==> src/rtl/uart16750_host_seq.sv <==
// uart16750_host_seq
//   Register-bus sequencer for a uart_16750 core. After reset (or a reconfig
//   request) it writes DLL/DLM under DLAB, then LCR, FCR and IER. It then polls
//   LSR and moves bytes between the UART and two byte streams: TX goes into THR
//   and RBR bytes land in a small first-word fall-through RX FIFO.
//
// Ports
//   clk_i, rst_i        UART core clock, asynchronous active-high reset
//   reconfig_i          pulse: rerun the full config sequence at the next poll decision
//   err_clr_i           clears the sticky line_err_o / rx_overrun_o flags
//   tx_data_i/valid_i   TX byte stream in; tx_ready_o marks the accepting cycle
//   rx_data_o/valid_o   RX FIFO head out; rx_ready_i pops it
//   cfg_done_o          high while the config sequence is complete
//   line_err_o          sticky OR of LSR[4:1] (OE, PE, FE, BI)
//   rx_overrun_o        sticky LSR[1]
//   uart_cs_o/wr_o/rd_o, uart_addr_o, uart_wdata_o, uart_rdata_i   UART register bus
//   dbg_state_o         current sequencer state, for observation only
//
// Handshake: a stream byte moves on a rising clock edge where valid and ready
// are both high. Valid never waits for ready; ready may look at valid.
module uart16750_host_seq #(
    parameter logic [15:0] DIVISOR  = 16'd17,
    parameter logic [7:0]  LCR_VAL  = 8'h03,
    parameter logic [7:0]  FCR_VAL  = 8'h00,
    parameter logic [7:0]  IER_VAL  = 8'h00,
    parameter int          RX_DEPTH = 4
) (
    input  logic       clk_i,
    input  logic       rst_i,
    input  logic       reconfig_i,
    input  logic       err_clr_i,
    input  logic [7:0] tx_data_i,
    input  logic       tx_valid_i,
    output logic       tx_ready_o,
    output logic [7:0] rx_data_o,
    output logic       rx_valid_o,
    input  logic       rx_ready_i,
    output logic       cfg_done_o,
    output logic       line_err_o,
    output logic       rx_overrun_o,
    output logic       uart_cs_o,
    output logic       uart_wr_o,
    output logic       uart_rd_o,
    output logic [2:0] uart_addr_o,
    output logic [7:0] uart_wdata_o,
    input  logic [7:0] uart_rdata_i,
    output logic [3:0] dbg_state_o
);

    localparam int AW = $clog2(RX_DEPTH);
    localparam logic [AW:0] DEPTH_C = (AW + 1)'(RX_DEPTH);

    typedef enum logic [3:0] {
        S_CFG_LCR_DLAB = 4'd0,
        S_CFG_DLL      = 4'd1,
        S_CFG_DLM      = 4'd2,
        S_CFG_LCR      = 4'd3,
        S_CFG_FCR      = 4'd4,
        S_CFG_IER      = 4'd5,
        S_POLL_LSR     = 4'd6,
        S_WRITE_THR    = 4'd7,
        S_READ_RBR     = 4'd8
    } state_t;

    state_t      state_q, state_d;
    logic [1:0]  phase_q, phase_d;      // access phase P0..P3
    logic        run_q;                 // low for the first cycle after reset so the bus stays idle in reset
    logic [7:0]  thr_q, thr_d;          // latched TX byte
    logic        lsr_dr_q, lsr_dr_d;    // captured LSR[0]
    logic        lsr_thre_q, lsr_thre_d;// captured LSR[5]
    logic        last_rx_q, last_rx_d;  // 1: last contested grant went to RX
    logic        cfg_done_q, cfg_done_d;
    logic        reconf_q, reconf_d;
    logic        line_err_q, line_err_d;
    logic        overrun_q, overrun_d;

    logic [7:0]  fifo_mem [RX_DEPTH];
    logic [AW:0] wptr_q, wptr_d, rptr_q, rptr_d;
    logic [AW:0] fifo_count;

    // Per-state access description
    logic [2:0]  acc_addr;
    logic [7:0]  acc_wdata;
    logic        acc_read;
    state_t      acc_next;
    logic [1:0]  last_phase;
    logic        acc_end;

    logic        lsr_cap, decide, rbr_push, fifo_pop;
    logic        rx_ok, tx_ok, take_reconf, grant_rx, grant_tx;

    assign fifo_count = wptr_q - rptr_q;

    always_comb begin
        acc_addr  = 3'd0;
        acc_wdata = 8'h00;
        acc_read  = 1'b0;
        acc_next  = S_POLL_LSR;
        case (state_q)
            S_CFG_LCR_DLAB: begin
                acc_addr  = 3'd3;
                acc_wdata = LCR_VAL | 8'h80;
                acc_next  = S_CFG_DLL;
            end
            S_CFG_DLL: begin
                acc_addr  = 3'd0;
                acc_wdata = DIVISOR[7:0];
                acc_next  = S_CFG_DLM;
            end
            S_CFG_DLM: begin
                acc_addr  = 3'd1;
                acc_wdata = DIVISOR[15:8];
                acc_next  = S_CFG_LCR;
            end
            S_CFG_LCR: begin
                acc_addr  = 3'd3;
                acc_wdata = LCR_VAL & 8'h7F;
                acc_next  = S_CFG_FCR;
            end
            S_CFG_FCR: begin
                acc_addr  = 3'd2;
                acc_wdata = FCR_VAL;
                acc_next  = S_CFG_IER;
            end
            S_CFG_IER: begin
                acc_addr  = 3'd1;
                acc_wdata = IER_VAL;
                acc_next  = S_POLL_LSR;
            end
            S_POLL_LSR: begin
                acc_addr  = 3'd5;
                acc_read  = 1'b1;
                acc_next  = S_POLL_LSR;   // replaced by the decision below
            end
            S_WRITE_THR: begin
                acc_addr  = 3'd0;
                acc_wdata = thr_q;
                acc_next  = S_POLL_LSR;
            end
            S_READ_RBR: begin
                acc_addr  = 3'd0;
                acc_read  = 1'b1;
                acc_next  = S_POLL_LSR;
            end
            default: begin
                acc_next  = S_CFG_LCR_DLAB;
            end
        endcase
    end

    assign last_phase = acc_read ? 2'd3 : 2'd2;
    assign acc_end    = run_q && (phase_q == last_phase);
    assign lsr_cap    = run_q && (state_q == S_POLL_LSR) && (phase_q == 2'd2);
    assign decide     = run_q && (state_q == S_POLL_LSR) && (phase_q == 2'd3);
    assign rbr_push   = run_q && (state_q == S_READ_RBR) && (phase_q == 2'd2);
    assign fifo_pop   = rx_valid_o && rx_ready_i;

    // Arbitration works on the LSR captured at the end of P2 and the live tx_valid.
    assign rx_ok       = lsr_dr_q && (fifo_count < DEPTH_C);
    assign tx_ok       = lsr_thre_q && tx_valid_i;
    assign take_reconf = decide && (reconf_q || reconfig_i);
    assign grant_rx    = decide && !take_reconf && rx_ok && (!tx_ok || !last_rx_q);
    assign grant_tx    = decide && !take_reconf && tx_ok && (!rx_ok || last_rx_q);

    always_comb begin
        state_d     = state_q;
        phase_d     = phase_q;
        thr_d       = thr_q;
        lsr_dr_d    = lsr_dr_q;
        lsr_thre_d  = lsr_thre_q;
        last_rx_d   = last_rx_q;
        cfg_done_d  = cfg_done_q;
        reconf_d    = reconf_q || reconfig_i;
        line_err_d  = err_clr_i ? 1'b0 : line_err_q;
        overrun_d   = err_clr_i ? 1'b0 : overrun_q;
        wptr_d      = wptr_q;
        rptr_d      = rptr_q;

        if (run_q) begin
            if (acc_end) begin
                phase_d = 2'd0;
                state_d = acc_next;
            end else begin
                phase_d = phase_q + 2'd1;
            end
        end

        if (state_q == S_CFG_IER && acc_end) begin
            cfg_done_d = 1'b1;
        end

        // A fresh LSR capture overrides err_clr in the same cycle.
        if (lsr_cap) begin
            lsr_dr_d   = uart_rdata_i[0];
            lsr_thre_d = uart_rdata_i[5];
            if (|uart_rdata_i[4:1]) begin
                line_err_d = 1'b1;
            end
            if (uart_rdata_i[1]) begin
                overrun_d = 1'b1;
            end
        end

        if (decide) begin
            if (take_reconf) begin
                state_d    = S_CFG_LCR_DLAB;
                cfg_done_d = 1'b0;
                reconf_d   = 1'b0;
            end else if (grant_rx) begin
                state_d   = S_READ_RBR;
                last_rx_d = 1'b1;
            end else if (grant_tx) begin
                state_d   = S_WRITE_THR;
                last_rx_d = 1'b0;
                thr_d     = tx_data_i;
            end else begin
                state_d = S_POLL_LSR;
            end
        end

        if (rbr_push) begin
            wptr_d = wptr_q + 1'b1;
        end
        if (fifo_pop) begin
            rptr_d = rptr_q + 1'b1;
        end
    end

    always_ff @(posedge clk_i or posedge rst_i) begin
        if (rst_i) begin
            state_q    <= S_CFG_LCR_DLAB;
            phase_q    <= 2'd0;
            run_q      <= 1'b0;
            thr_q      <= 8'h00;
            lsr_dr_q   <= 1'b0;
            lsr_thre_q <= 1'b0;
            last_rx_q  <= 1'b0;   // RX wins the first contested decision
            cfg_done_q <= 1'b0;
            reconf_q   <= 1'b0;
            line_err_q <= 1'b0;
            overrun_q  <= 1'b0;
            wptr_q     <= '0;
            rptr_q     <= '0;
        end else begin
            state_q    <= state_d;
            phase_q    <= phase_d;
            run_q      <= 1'b1;
            thr_q      <= thr_d;
            lsr_dr_q   <= lsr_dr_d;
            lsr_thre_q <= lsr_thre_d;
            last_rx_q  <= last_rx_d;
            cfg_done_q <= cfg_done_d;
            reconf_q   <= reconf_d;
            line_err_q <= line_err_d;
            overrun_q  <= overrun_d;
            wptr_q     <= wptr_d;
            rptr_q     <= rptr_d;
        end
    end

    // Storage only; occupancy is tracked by the reset pointers.
    always_ff @(posedge clk_i) begin
        if (rbr_push) begin
            fifo_mem[wptr_q[AW-1:0]] <= uart_rdata_i;
        end
    end

    // Bus strobes decoded from state/phase; everything is gated by run_q so the
    // bus is idle while reset is applied.
    assign uart_cs_o    = run_q && (acc_read ? (phase_q != 2'd3) : (phase_q != 2'd2));
    assign uart_wr_o    = run_q && !acc_read && (phase_q == 2'd1);
    assign uart_rd_o    = run_q && acc_read && ((phase_q == 2'd1) || (phase_q == 2'd2));
    assign uart_addr_o  = run_q ? acc_addr : 3'd0;
    assign uart_wdata_o = (run_q && !acc_read) ? acc_wdata : 8'h00;

    assign tx_ready_o   = grant_tx;
    assign rx_valid_o   = (fifo_count != '0);
    assign rx_data_o    = rx_valid_o ? fifo_mem[rptr_q[AW-1:0]] : 8'h00;
    assign cfg_done_o   = cfg_done_q;
    assign line_err_o   = line_err_q;
    assign rx_overrun_o = overrun_q;
    assign dbg_state_o  = state_q;

endmodule
==> config.mk <==
export PLATFORM = sky130hd
export DESIGN_NAME = uart16750_host_seq
export DESIGN_NICKNAME = d
export VERILOG_FILES = /design/src/rtl/uart16750_host_seq.sv
export SDC_FILE = /design/constraint.sdc
export NUM_CORES = 1
export LEC_CHECK = 0
export ABC_AREA = 1
export ABC_CLOCK_PERIOD_IN_PS = 3500
export CORE_ASPECT_RATIO = 1.1
export CORE_MARGIN = 2
export CORE_UTILIZATION = 58
export CTS_BUF_LIST = sky130_fd_sc_hd__clkbuf_16
export CTS_CLUSTER_SIZE = 30
export DETAILED_ROUTE_END_ITERATION = 10
export DONT_BUFFER_PORTS = 1
export MAX_ROUTING_LAYER = met4
export PLACE_DENSITY_LB_ADDON = 0.3
export SYNTH_ARGS = -nofsm -noshare
export SYNTH_HDL_FRONTEND = slang
export SYNTH_SLANG_ARGS = --single-unit
==> constraint.sdc <==
create_clock -name clk_i -period 3.5 [get_ports clk_i]
set_clock_uncertainty 0.05 [all_clocks]
set_input_delay 0.875 -clock clk_i [delete_from_list [all_inputs] [get_ports clk_i]]
set_output_delay 0.875 -clock clk_i [all_outputs]
set_load 0.05 [all_outputs]
==> summary.md <==
| Metric | Value |
|---|---|
| Status | finished, final reports clean |
| Final Slew Violations | 0 |
| Largest net degree at the start of global routing | 29 |
| CORE AREA | 5000 µm² |
| Most frequent cells in the layout | nand2_1 (76), nor2_1 (42), inv_1 (35), edfxtp_1 (32), dfrtp_1 (28) |
| Synth Area in XOR/XNOR | between 1 and 1.5% |
| # clock sinks | 60 |
| Drt pass-1 iters | 4 |
| Final period util | a little over nine tenths |
| Clock power frac | a little over a quarter |
| PwrDens | 979 nW/µm² |
| P_sw | 0.00160 W |
| Simple-gate share of the synthesized area | 24.5% |
| Most common cell after layout, fill and taps aside | nand2_1 |
| GRT overflow | 0 |
| Row cnt | 27 |
| Mapped Area | between 2000 and 3000 µm² |
| Syn_nets | 350 |
| Startpoint Class | register |
| #FFs+latches synth | 60 |
| P_leak | 1.60 nW |
| Setup crit end kind | output pin |
| Htree depth | 3 |
| Synth Area in Compound Gates | 7.44% |
| Area leader, netlist | edfxtp_1 |
| Arr. time, crit path | 2.42 ns |
| Max transition margin | between 20 and 30% |
| Share of cells above drive strength 1 | 16.0% |
| FMAX | around 300 MHz |
| Max-cap violations | 0 |
| Crit path max fanout | 11 |
| DRC | 0 |
| CTS tree | built |
| Resize count post-CTS | 1 |
| GRT Total Usage | roughly 25% |
| Largest family of logic cells by synthesized area | simple AND/OR/NAND/NOR gates |
| Synth top area share | 32.1% |
| Top cells by area, synth | edfxtp_1 (32%), dfrtp_1 (23%), nand2_1 (9.5%) |
| WL final | roughly 6100 µm |
| Hold crit path type | register to register |
| Clock Latency Late Sink | 0.32 ns |
| IO buf count | 0 |
| Diodes inserted | 0 |
| First DRT Iteration DRCs | 78 |
| Placement Cell Area | 3160 µm² |
| Net Sw Frac | 46.8% |
| WP data required | between 2 and 3 ns |
| Worst VDD drop | roughly 0.00058 V |
| Adder-Cell Fraction of Synth Area | 4.43% |
| Crit Path Class | register to output pin |
| Unique cell type count in the Yosys netlist | 35 |
| Int Power | 0.00182 W |
| CTS Hold Bufs | 0 |
| Comb pwr share | 44.1% |
| Die Width | 72.5 µm |
| Post-layout net count | 370 |
| Syn-to-layout area delta | 16.8% |
| Final setup TNS | 0 ns |
| Die height | 79.3 µm |
| Initial Utilization | 59.9% |
| I/O pin count | 53 |
| Final antenna-violating net count | 0 |
| Clock buffer count from CTS | 9 |
| Mapped Avg Cell Area | approximately 9.4 µm² |
| Post-DP HPWL | 4220 µm |
| Final Cell Area | 3490 µm² |
| Mux contribution to synthesized area | 0% |
| Vias in the first global route | 2256 |
| Worst-Margin Slew | around 1.1 ns |
| Initial antenna violation count | 0 |
| Hold Vio Cnt, Final | 0 |
| Via count | 2218 |
| First-pass GRT wire length | 10300 µm |
| Sequential-to-total area share from yosys stat | 55.5% |
| Sequential share of power | 28.8% |
| Setup repair bufs after CTS | 0 |
| Clock-pin slew on the worst setup and hold paths | around 0.05 ns |
| Setup-failing EPs final | 0 |
| Total die area | 5750 µm² |
| Drt via density | ~5.5 |
| Final Wtd Congestion | 0.898 |
| RSZ-0062 raised after global routing | false |
| CTS root buffer | clkbuf_16 |
| Synth warnings | 0 |
| Routed wire length per instance | 15.2 µm |
| Clk buf depth | 2 |
| Synth Instances | 318 |
| Minimum clock period | 3.34 ns |
[power by group through the flow]
stage / Sequential [W] / Combinational [W] / Clock [W]
after floorplan: 0.000990 / 0.00123 / 0
after global routing: 0.000997 / 0.00166 / 0.000967
after CTS: 0.000985 / 0.00149 / 0.000938
after detailed placement: 0.000997 / 0.00147 / 0
after global placement: 0.000995 / 0.00143 / 0
final: 0.000985 / 0.00151 / 0.000926
[registers in the layout (all words and copies together) (netlist names), 2 cells and up]
| register | count |
|---|---|
| phase_q | 2 |
| fifo_mem | 32 |
| rptr_q | 3 |
| thr_q | 8 |
| wptr_q | 3 |
| dbg_state_o | 4 |
[path summary, 6_finish.rpt]
path,start,end,slack [ns],cells past startpoint
setup / recovery,wptr_q[0],rx_data_o[0],0.16,10
hold / removal,thr_q[2],thr_q[2],0.43,2
setup reg to reg,dbg_state_o[3],fifo_mem[1][7],1.09,4
hold reg to reg,thr_q[2],thr_q[2],0.43,2
max in group asynchronous,rst_i,rptr_q[1],2.10,1
min in group asynchronous,rst_i,thr_q[2],0.65,1
[worst max-delay path, stage by stage (launching register included)]
cell and delay, ns:
dfrtp_1 0.37, inv_1 0.11, ha_1 0.24, fa_1 0.42, inv_1 0.10, nand2_1 0.07, nand3_1 0.08, nand2_1 0.12
nand3_4 0.16, nand2_1 0.08, inv_1 0.33
[synth_stat cells (all sizes together)]
cell,count
a21oi,8
a22o,1
a31oi,1
and3,1
buf,6
clkbuf,3
clkinv,2
conb,1
dfrtp,28
edfxtp,32
fa,1
ha,9
inv,36
nand2,82
nand3,15
nand4,7
nor2,47
nor3,2
nor3b,4
nor4,1
o211ai,1
o21ai,18
o32ai,8
xnor2,1
xor2,3
[area by class of cell]
class                      instances  area, µm²
clock buffer                       9        225
clock inverter                     7       92.6
fill                             374       1510
inverter                          38        148
multi-input combinational        211       1160
sequential                        60       1660
tap                               58       72.6
timing repair buffer              18        135
[kinds of logic (layout without fill, tap and decap cells)]
| family | after synthesis | after routing |
|---|---|---|
| xor+xnor | 4 | 4 |
| flops | 60 | 60 |
| fa+ha+maj | 10 | 10 |
| simple gates | 159 | 159 |
| buf+inv | 47 | 72 |
| other cells | 1 | 1 |
| compound gates | 37 | 37 |
[routing by layer]
layer / vias to the layer above / track usage (%) / share of wire [%]
li1: 1090 / - / -
met1: 1067 / 27.3 / 41
met2: 52 / 41.7 / 54
met3: 9 / 5.33 / 3.9
met4: 0 / 12.2 / 1.7
met5: - / - / 0
[through the flow]
step	total power, W	hold slack (ns)	setup WS (ns)	std cells	utilization (%)
after floorplan	0.00222	0.391	0.125	318	-
after global placement	0.00242	0.406	0.478	385	63.3
after detailed placement	0.00246	0.409	0.310	385	63.3
after CTS	0.00341	0.425	0.135	401	69.7
after global routing	0.00363	0.437	0.00481	401	69.9
final	0.00342	0.427	0.156	401	69.9
Power figures use the tool's default switching activity.
